<file path="src/rtl/neuron_input_loader.sv">
// Streaming front end for the floating-point neuron: converts signed fixed-point samples
// to IEEE-754 single precision and deserialises them into a double-buffered frame vector.
module neuron_input_loader #(
  parameter int N_INPUTS  = 49,
  parameter int IN_WIDTH  = 16,
  parameter int FRAC_BITS = 0
) (
  input  logic                      clk,
  input  logic                      rst_n,
  input  logic                      s_valid,
  output logic                      s_ready,
  input  logic [IN_WIDTH-1:0]       s_data,
  input  logic                      s_last,
  output logic                      vec_valid,
  input  logic                      vec_ready,
  output logic [32*N_INPUTS-1:0]    vec_data,
  output logic                      frame_err
);

  localparam int unsigned CW = $clog2(N_INPUTS + 1);
  localparam int unsigned IW = $clog2(N_INPUTS);

  logic                   run_q, run_d;
  logic [CW-1:0]          acc_cnt_q, acc_cnt_d;

  logic                   v1_q, v1_d;
  logic                   sign1_q, sign1_d;
  logic                   flush1_q, flush1_d;
  logic [IN_WIDTH-1:0]    mag1_q, mag1_d;

  logic                   v2_q, v2_d;
  logic                   flush2_q, flush2_d;
  logic [31:0]            f2_q, f2_d;

  logic [31:0]            fill_q [N_INPUTS];
  logic [31:0]            fill_d [N_INPUTS];
  logic [IW-1:0]          wr_idx_q, wr_idx_d;
  logic                   frame_done_q, frame_done_d;
  logic                   miss_q, miss_d;

  logic                   vec_valid_q, vec_valid_d;
  logic [32*N_INPUTS-1:0] vec_data_q, vec_data_d;
  logic                   frame_err_q, frame_err_d;

  logic                   accept;
  logic                   last_elem;
  logic                   early;
  logic                   xfer;

  int unsigned            msb;
  logic [23:0]            m24;
  logic [7:0]             exp_b;
  logic [22:0]            mant;

  assign s_ready   = run_q && (acc_cnt_q < CW'(N_INPUTS));
  assign accept    = s_valid && s_ready;
  assign last_elem = (acc_cnt_q == CW'(N_INPUTS - 1));
  assign early     = accept && s_last && !last_elem;
  assign xfer      = frame_done_q && (!vec_valid_q || vec_ready);

  assign vec_valid = vec_valid_q;
  assign vec_data  = vec_data_q;
  assign frame_err = frame_err_q;

  // Stage 1: sign/magnitude; the most negative input maps to 2^(IN_WIDTH-1), which still fits.
  always_comb begin
    run_d    = 1'b1;
    v1_d     = accept;
    sign1_d  = s_data[IN_WIDTH-1];
    mag1_d   = s_data[IN_WIDTH-1] ? (~s_data + IN_WIDTH'(1)) : s_data;
    flush1_d = early;
  end

  // Stage 2: leading-one detect and normalise; exact because IN_WIDTH never exceeds 24.
  always_comb begin
    msb = 0;
    for (int unsigned i = 0; i < IN_WIDTH; i++) begin
      if (mag1_q[i]) msb = i;
    end
    m24      = 24'(mag1_q);
    mant     = 23'(m24 << (23 - msb));
    exp_b    = 8'(127 + msb - FRAC_BITS);
    f2_d     = (mag1_q == '0) ? '0 : {sign1_q, exp_b, mant};
    v2_d     = v1_q;
    flush2_d = flush1_q;
  end

  always_comb begin
    fill_d       = fill_q;
    wr_idx_d     = wr_idx_q;
    frame_done_d = frame_done_q;
    if (v2_q) begin
      if (flush2_q) begin
        wr_idx_d = '0;
      end else begin
        fill_d[wr_idx_q] = f2_q;
        if (wr_idx_q == IW'(N_INPUTS - 1)) frame_done_d = 1'b1;
        else                               wr_idx_d     = wr_idx_q + IW'(1);
      end
    end
    if (xfer) begin
      frame_done_d = 1'b0;
      wr_idx_d     = '0;
    end
  end

  always_comb begin
    acc_cnt_d = acc_cnt_q;
    if (xfer)          acc_cnt_d = '0;
    else if (accept)   acc_cnt_d = early ? '0 : acc_cnt_q + CW'(1);

    miss_d = miss_q;
    if (accept && last_elem && !s_last) miss_d = 1'b1;
    if (xfer)                           miss_d = 1'b0;

    frame_err_d = early || (xfer && miss_q);
  end

  // A consume in the same cycle as a transfer keeps vec_valid high for back-to-back frames.
  always_comb begin
    vec_valid_d = vec_valid_q;
    vec_data_d  = vec_data_q;
    if (xfer) begin
      vec_valid_d = 1'b1;
      for (int unsigned i = 0; i < N_INPUTS; i++) begin
        vec_data_d[32*i +: 32] = fill_q[i];
      end
    end else if (vec_ready) begin
      vec_valid_d = 1'b0;
    end
  end

  always_ff @(posedge clk or negedge rst_n) begin
    if (!rst_n) begin
      run_q        <= 1'b0;
      acc_cnt_q    <= '0;
      v1_q         <= 1'b0;
      sign1_q      <= 1'b0;
      flush1_q     <= 1'b0;
      mag1_q       <= '0;
      v2_q         <= 1'b0;
      flush2_q     <= 1'b0;
      f2_q         <= '0;
      for (int unsigned i = 0; i < N_INPUTS; i++) fill_q[i] <= '0;
      wr_idx_q     <= '0;
      frame_done_q <= 1'b0;
      miss_q       <= 1'b0;
      vec_valid_q  <= 1'b0;
      vec_data_q   <= '0;
      frame_err_q  <= 1'b0;
    end else begin
      run_q        <= run_d;
      acc_cnt_q    <= acc_cnt_d;
      v1_q         <= v1_d;
      sign1_q      <= sign1_d;
      flush1_q     <= flush1_d;
      mag1_q       <= mag1_d;
      v2_q         <= v2_d;
      flush2_q     <= flush2_d;
      f2_q         <= f2_d;
      fill_q       <= fill_d;
      wr_idx_q     <= wr_idx_d;
      frame_done_q <= frame_done_d;
      miss_q       <= miss_d;
      vec_valid_q  <= vec_valid_d;
      vec_data_q   <= vec_data_d;
      frame_err_q  <= frame_err_d;
    end
  end

endmodule

</file>
<file path="config.mk">
export PLATFORM = sky130hd
export DESIGN_NAME = neuron_input_loader
export DESIGN_NICKNAME = d
export VERILOG_FILES = /design/src/rtl/neuron_input_loader.sv
export SDC_FILE = /design/constraint.sdc
export NUM_CORES = 2
export LEC_CHECK = 0
export CAP_MARGIN = 20
export CORE_AREA = 2 2 620 622
export DETAILED_ROUTE_END_ITERATION = 8
export DIE_AREA = 0 0 622 624
export GPL_ROUTABILITY_DRIVEN = 0
export GPL_TIMING_DRIVEN = 0
export HOLD_SLACK_MARGIN = 0.02
export SLEW_MARGIN = 30
export SYNTH_ARGS = -nofsm -noshare
export SYNTH_HDL_FRONTEND = slang
export SYNTH_SLANG_ARGS = --single-unit
</file>
<file path="constraint.sdc">
create_clock -name clk -period 3.8 [get_ports clk]
set_clock_uncertainty 0.05 [all_clocks]
set_input_delay 0.38 -clock clk [delete_from_list [all_inputs] [get_ports clk]]
set_output_delay 0.38 -clock clk [all_outputs]
set_load 0.02 [all_outputs]
</file>
# Word level (Yosys, flattened, before mapping)
# Cells that the tools add are included.
# totals
register_bits	3206
in_bits	21
word_cells	138
output_inout_bits	1571
# classes
n_reduce_logical	23
eq_ne	4
shift	1
add_sub_neg	5
magnitude_cmp	3
muxes	35
bitwise	3
# op_table
operator	n
$bwmux W1568	1
$mux W32	16
$demux W32 S6	1
$mux W6	7
$shl A16 B32 Y23	1
$sub A5 B32 Y32 const A	1
$add A16 B1 Y16 const B	1
$logic_not A16 Y1	1
$mux W16	1
$not A16 Y16	1
$add A6 B1 Y6 const B	2
$eq A6 B6 Y1 const B	2
$reduce_bool A2 Y1	5
$logic_and A1 B1 Y1	9
$mux W1	9
$add A7 B8 Y8 const A	1
$ge A7 B7 Y1 const B	1
$lt A7 B1 Y1 const B	1
$not A6 Y7	1
$lt A6 B6 Y1 const B	1
$reduce_and A2 Y1	2
$logic_not A1 Y1	3
$ne A3 B3 Y1 const B	1
$reduce_and A3 Y1	1
other kinds (3)	4

# Depth between registers and ports, before layout
# logic_depth
word_depth	18
ltp_mapped	11
mapped_depth_nobuf	10

# Worst setup path before layout
# OpenSTA, ideal clock, no wires.
# synth_path
path_kind	reg-to-reg
from	reg acc_cnt_q[0]
to	reg acc_cnt_q[4]
required_ns	3.672
setup_time_ns	0.078
period_less_slack_ns	2.286
stages_incl_launch_ff	11
path_slack_ns	1.514
t_arrival_ns	2.158
n_path_buf	1
path_cell_list	dfrtp_1 inv_1 ha_1 nor3b_1 o21a_1 nand2_1 inv_1 and3_1 clkbuf_1 or4_1 a21oi_1
# synth_between
elab_chain_cells	8
word_cells_on_any_way	12
cone_classes	add/sub: 1; order compare: 1; eq/ne: 1; mux: 3; reduce/logical: 6
# synth_rtl
item	line	text
start: declaration	24	logic [CW-1:0] acc_cnt_q, acc_cnt_d;
start signal: assignment	153	acc_cnt_q <= acc_cnt_d;
$lt A6 B6 Y1	55	assign s_ready = run_q && (acc_cnt_q < CW'(N_INPUTS));
$logic_and A1 B1 Y1	55	
named net s_ready	11	output logic s_ready,
$logic_and A1 B1 Y1	56	assign accept = s_valid && s_ready;
named net accept	45	logic accept;
$logic_and A1 B1 Y1 (2 in a row)	58	assign early = accept && s_last && !last_elem;
named net early	47	logic early;
$mux W6 (2 in a row)	110	else if (accept) acc_cnt_d = early ? '0 : acc_cnt_q + CW'(1);
$mux W6	109	if (xfer) acc_cnt_d = '0;
# The timed path passes the listed nets, and every way through them passes these cells. The select of a mux whose other input is x is not followed.
# A chain may end at the register's enable or synchronous reset.

# Worst setup path after layout
# layout_path
from	reg vec_valid_q, in the netlist vec_valid
to	reg vec_data_q[1558], in the netlist vec_data[1558]
# layout_between
elab_chain_cells	3
# layout_rtl
item	line	text
start: declaration	41	logic vec_valid_q, vec_valid_d;
start signal: assignment	165	vec_valid_q <= vec_valid_d;
$logic_not A1 Y1	59	assign xfer = frame_done_q && (!vec_valid_q || vec_ready);
$logic_or A1 B1 Y1	59	
$logic_and A1 B1 Y1	59	
end signal: assignment	166	vec_data_q <= vec_data_d;
end: declaration	42	logic [32*N_INPUTS-1:0] vec_data_q, vec_data_d;
# Every way passes these cells.

==> results summary <==
The detailed placer's ending HPWL is 382000 um. The flow ran to the end, and the final reports show no timing, DRC or antenna violations. The count of nets left with antenna violations once routing finished came out at 0. The die covers just under 0.4 sq mm. The total number of clock tree sinks is 3107. The number of buffers on the longest clock path came out at 4. Clock-pin slew was measured on the worst setup and hold paths at 0.07 ns. TritonCTS built the clock tree. In the final layout, flip-flops and latches occupy about 0.078 sq mm. The total length of routed wires came out at 508000 um. In this run the biggest area consumer among cell types represents 66.5% of the synthesized area.

The total number of yosys warnings came out at 0. The worst path arrival time is 4.45 ns. The post-synthesis mux area share is 14.7%.

Using the TritonRoute via totals, the vias-per-cell ratio works out to ~4.8. The number of ports placed on the die boundary is 1592. The cell leakage power came out at 79.7 nW. At the end of the flow, the number of nets in the layout was 12400. The share of the clock period used by the worst path is between 90% and 100%.

The power density relative to cell area is 502 mW/mm^2. Global routing finished with a remaining overflow of 0. In this run the worst hold path is classified as in2reg. The number of unique standard cell types used by synthesis is 62.

The number of global-route vias before repair is slightly above 80000. The number of search-and-repair iterations in the first detailed-routing pass came out at 6. The total number of vias is 84300.

The post-synthesis register bit count came out at around 3100. Setup repair after global routing left no endpoint under its margin. By area the synthesized netlist is led by dfrtp_1 (66%), nand2_1 (15%), mux2_2 (15%). The first global-routing pass estimated 690000 um of wire. The synthesized cell area came out at about 0.12 sq mm. The share of the Yosys chip area taken by registers is 66.5%.

Across all hold checks on the routed design, the worst slack comes to 0.110 ns. The overall fraction of global-route tracks in use is 25.6%. The launch point of the critical path is vec_valid$_DFFE_PN0P_. The delay of the slowest cell on the worst path came out at 0.60 ns. The number of fill cells in the layout is 36600. Cells with a size suffix above 1 make up 20.5% of the layout. Summing the areas of all fa, ha and maj instances in the mapped netlist gives 0.0856% of the synthesized area.

The cell depth of the worst setup path is 8. The count of buffering cells on the critical path with inverters included came out at 4. VDD sags by at most between 0.0003 and 0.0004 V. For this run, design rule violations remaining after detail routing come to 0.

Setup total negative slack on the finished layout was measured at 0 ns. The number of max-cap violations is 0. The height of the chip came out at 624 um. The final core area utilization is about two fifths. The total core area came out at between 0.3 and 0.4 sq mm. The minimum clock period after layout is 3.66 ns. The prevailing post-synth register cell is dfrtp_1. Yosys mapped a number of flops with a built-in enable equal to 0. The setup violation total in the final timing report came out at 0. The critical path ends at vec_data[1558]$_DFFE_PN0P_. The effective utilization at floorplan is 30.7%.

The cell count after synthesis is 10200. The main combinational cell family by area after synthesis is simple AND/OR/NAND/NOR gates. dfrtp_1 takes more of the synthesized area than any other cell.

The slowest stage of the critical path is the dfrtp_1 cell. The critical register-to-register path startpoint is vec_valid$_DFFE_PN0P_. The number of cells on the worst reg-to-reg path came out at 8. Broken down by cell family, the worst path's largest delay share belongs to buffers and inverters. The proportion of register bits with asynchronous set or reset after synthesis is between 90% and 100%. The cell sitting at the root of the clock tree is a clkbuf_16.

At the later pin of the worst-skew pair, clock insertion delay measures between 0.9 and 1 ns. The area fraction in and, or, nand and nor cells after synthesis is 15.5%. The number of H-tree levels is 5. Leaving out fill and tap cells, the most frequent cells in the layout are nand2_1 (4612), dfrtp_1 (3107), clkdlybuf4s50_1 (1590), mux2_2 (1522), clkbuf_1 (407). Data on the critical path is required at its endpoint by 4.60 ns. The largest driver fanout on the critical path came out at 10. The number of port buffers is about 1600. The synthesis-to-layout area growth came out at 32.7%.

The kind of start point of the critical path is a flip-flop. The total count of hold-check failures in the final report came out at 0. The count of standard-cell rows is around 230. The internal reg-to-reg setup slack is between 0.1 and 0.15 ns. The type of the worst setup path is reg2reg.

The actual transition at the worst max-transition pin is between 1 and 1.5 ns. The mean area per synthesized cell came out at 11.4 sq um. Static timing analysis puts the maximum clock frequency at 273 MHz. The number of buffers created by CTS came out at between 300 and 400. Traced cell by cell, the critical path runs through nand2b_1, nand2_2, clkbuf_2, buf_16, clkbuf_2, clkbuf_1, nand2_1, nand2_1. In this run the critical register-to-register path is captured at vec_data[1558]$_DFFE_PN0P_.

The worst setup path is captured at a flip-flop. The total area of multi-input combinational cells is 0.0363 sq mm. The die width is a little over 600 um. The worst pin sits at a relative slew slack of 30.5%. The pin count of the biggest net entering global routing came out at around 130. The number of pins exceeding their max-slew limit in the final report came to 0. The synthesized netlist devotes less than 1% of its cell area to compound gates. The initial antenna violation count came out at 96.

The DRC marker count from the first detailed-route iteration is 7084. The xor/xnor cell area share of the yosys netlist came out at less than 1%. After detailed routing, the average wire length per cell comes to 28.7 um. Leaving out fill and tap cells, the most frequent cell in the layout is nand2_1.
## worst reg2reg max path, delay by kind of cell, from the launching register on
kind | cells | cell delay [ns]
buffers and inverters | 4 | 1.73
flip-flops | 1 | 0.60
AND/OR/NAND/NOR | 4 | 1.17
## per-stage QoR
step | instances | cell area, sq um | worst slack [ns] | total power [mW]
after global routing | 17700 | 155000 | 0.0447 | 80.4
after global placement | 16900 | 139000 | -146.19 | 42.3
final | 17700 | 155000 | 0.143 | 77.9
after detailed placement | 17000 | 143000 | -1.43 | 43.6
after floorplan | 10300 | 117000 | 1.51 | 38.7
after CTS | 17700 | 155000 | 0.0282 | 78.5
## registers in the layout, summed over array words and instances, names as in the netlist, 6 cells and up
name,cells
fill_q,1519
vec_data,1519
f2_q,31
mag1_q,16
acc_cnt_q,6
wr_idx_q,6
## cell type report
| class | count | share of cell area (%) |
|---|---|---|
| clock buffer | 504 | 6.55 |
| antenna | 34 | 0.0548 |
| tap | 5038 | 4.06 |
| buffer | 707 | 2.09 |
| inverter | 18 | 0.0436 |
| clock inverter | 118 | 1.02 |
| multi-input combinational | 6417 | 23.4 |
| sequential | 3107 | 50.1 |
| timing repair buffer | 1757 | 12.7 |
## cells by family (layout without fill, tap and decap cells)
group,count (synthesis),count (layout)
simple gates,4768,4768
flops,3107,3107
mux,1526,1526
buf+inv,727,3104
compound gates,88,88
xor+xnor,18,18
fa+ha+maj,8,8
other cells,2,43
## where the power goes
group | switching (mW) | internal [mW] | leakage, nW
registers | 1.07 | 34.9 | 43.0
logic | 4.53 | 2.52 | 31.0
clock network | 14.6 | 20.3 | 5.77
total | 20.2 | 57.7 | 79.7
## synth_stat cells (2+ instances only)
library cell	count
nand2_1	4613
dfrtp_1	3107
mux2_2	1522
clkbuf_1	552
buf_2	73
nor2_1	70
buf_4	49
buf_1	35
a21oi_1	22
inv_1	17
o21ai_0	16
nand3_1	13
xnor2_1	12
o211ai_1	10
ha_1	8
nor2b_1	8
or4_1	8
and2_1	7
nor3_1	7
and3_1	6
nand2b_1	6
xor2_1	6
nor4_1	5
o31ai_1	5
a211oi_1	4
nand3b_1	4
nor3b_1	4
o22ai_1	4
mux2i_1	3
nand4_1	3
or3_1	3
a221o_1	2
a2bb2oi_1	2
a31oi_1	2
and3b_1	2
conb_1	2
o21a_1	2
o221ai_1	2
o41ai_1	2
or2_2	2
or3b_2	2
or4_4	2
## layer usage
layer  global-route usage, %  vias to the layer above  routed length (um)  share of wire, %
li1                        -                    36900                   -                 -
met1                    31.5                    43400              199000                39
met2                    42.6                     3141              243000                48
met3                    5.21                      830               34400               6.8
met4                    13.4                       14               31500               6.2
met5                       0                        -                 105             0.021
## how the worst min path moves through the flow
| stage | cells past startpoint | startpoint | end |
|---|---|---|---|
| floorplan | 0 | rst_n | acc_cnt_q[0]$_DFFE_PN0P_ |
| global placement | 0 | v1_q$_DFF_PN0_ | v2_q$_DFF_PN0_ |
| detailed placement | 1 | rst_n | vec_data[435]$_DFFE_PN0P_ |
| CTS | 2 | s_data[11] | mag1_q[11]$_DFF_PN0_ |
| global route | 2 | s_data[4] | mag1_q[4]$_DFF_PN0_ |
| finish | 2 | s_data[4] | mag1_q[4]$_DFF_PN0_ |
## repair_timing
item	in CTS	in global routing
hold endpoints to repair	272	0
resized for setup	20	0
setup buffers	0	0
endpoints found under the setup margin	857	229
cloned	3	3
hold buffers	25	0
Power figures use the tool's default switching activity.
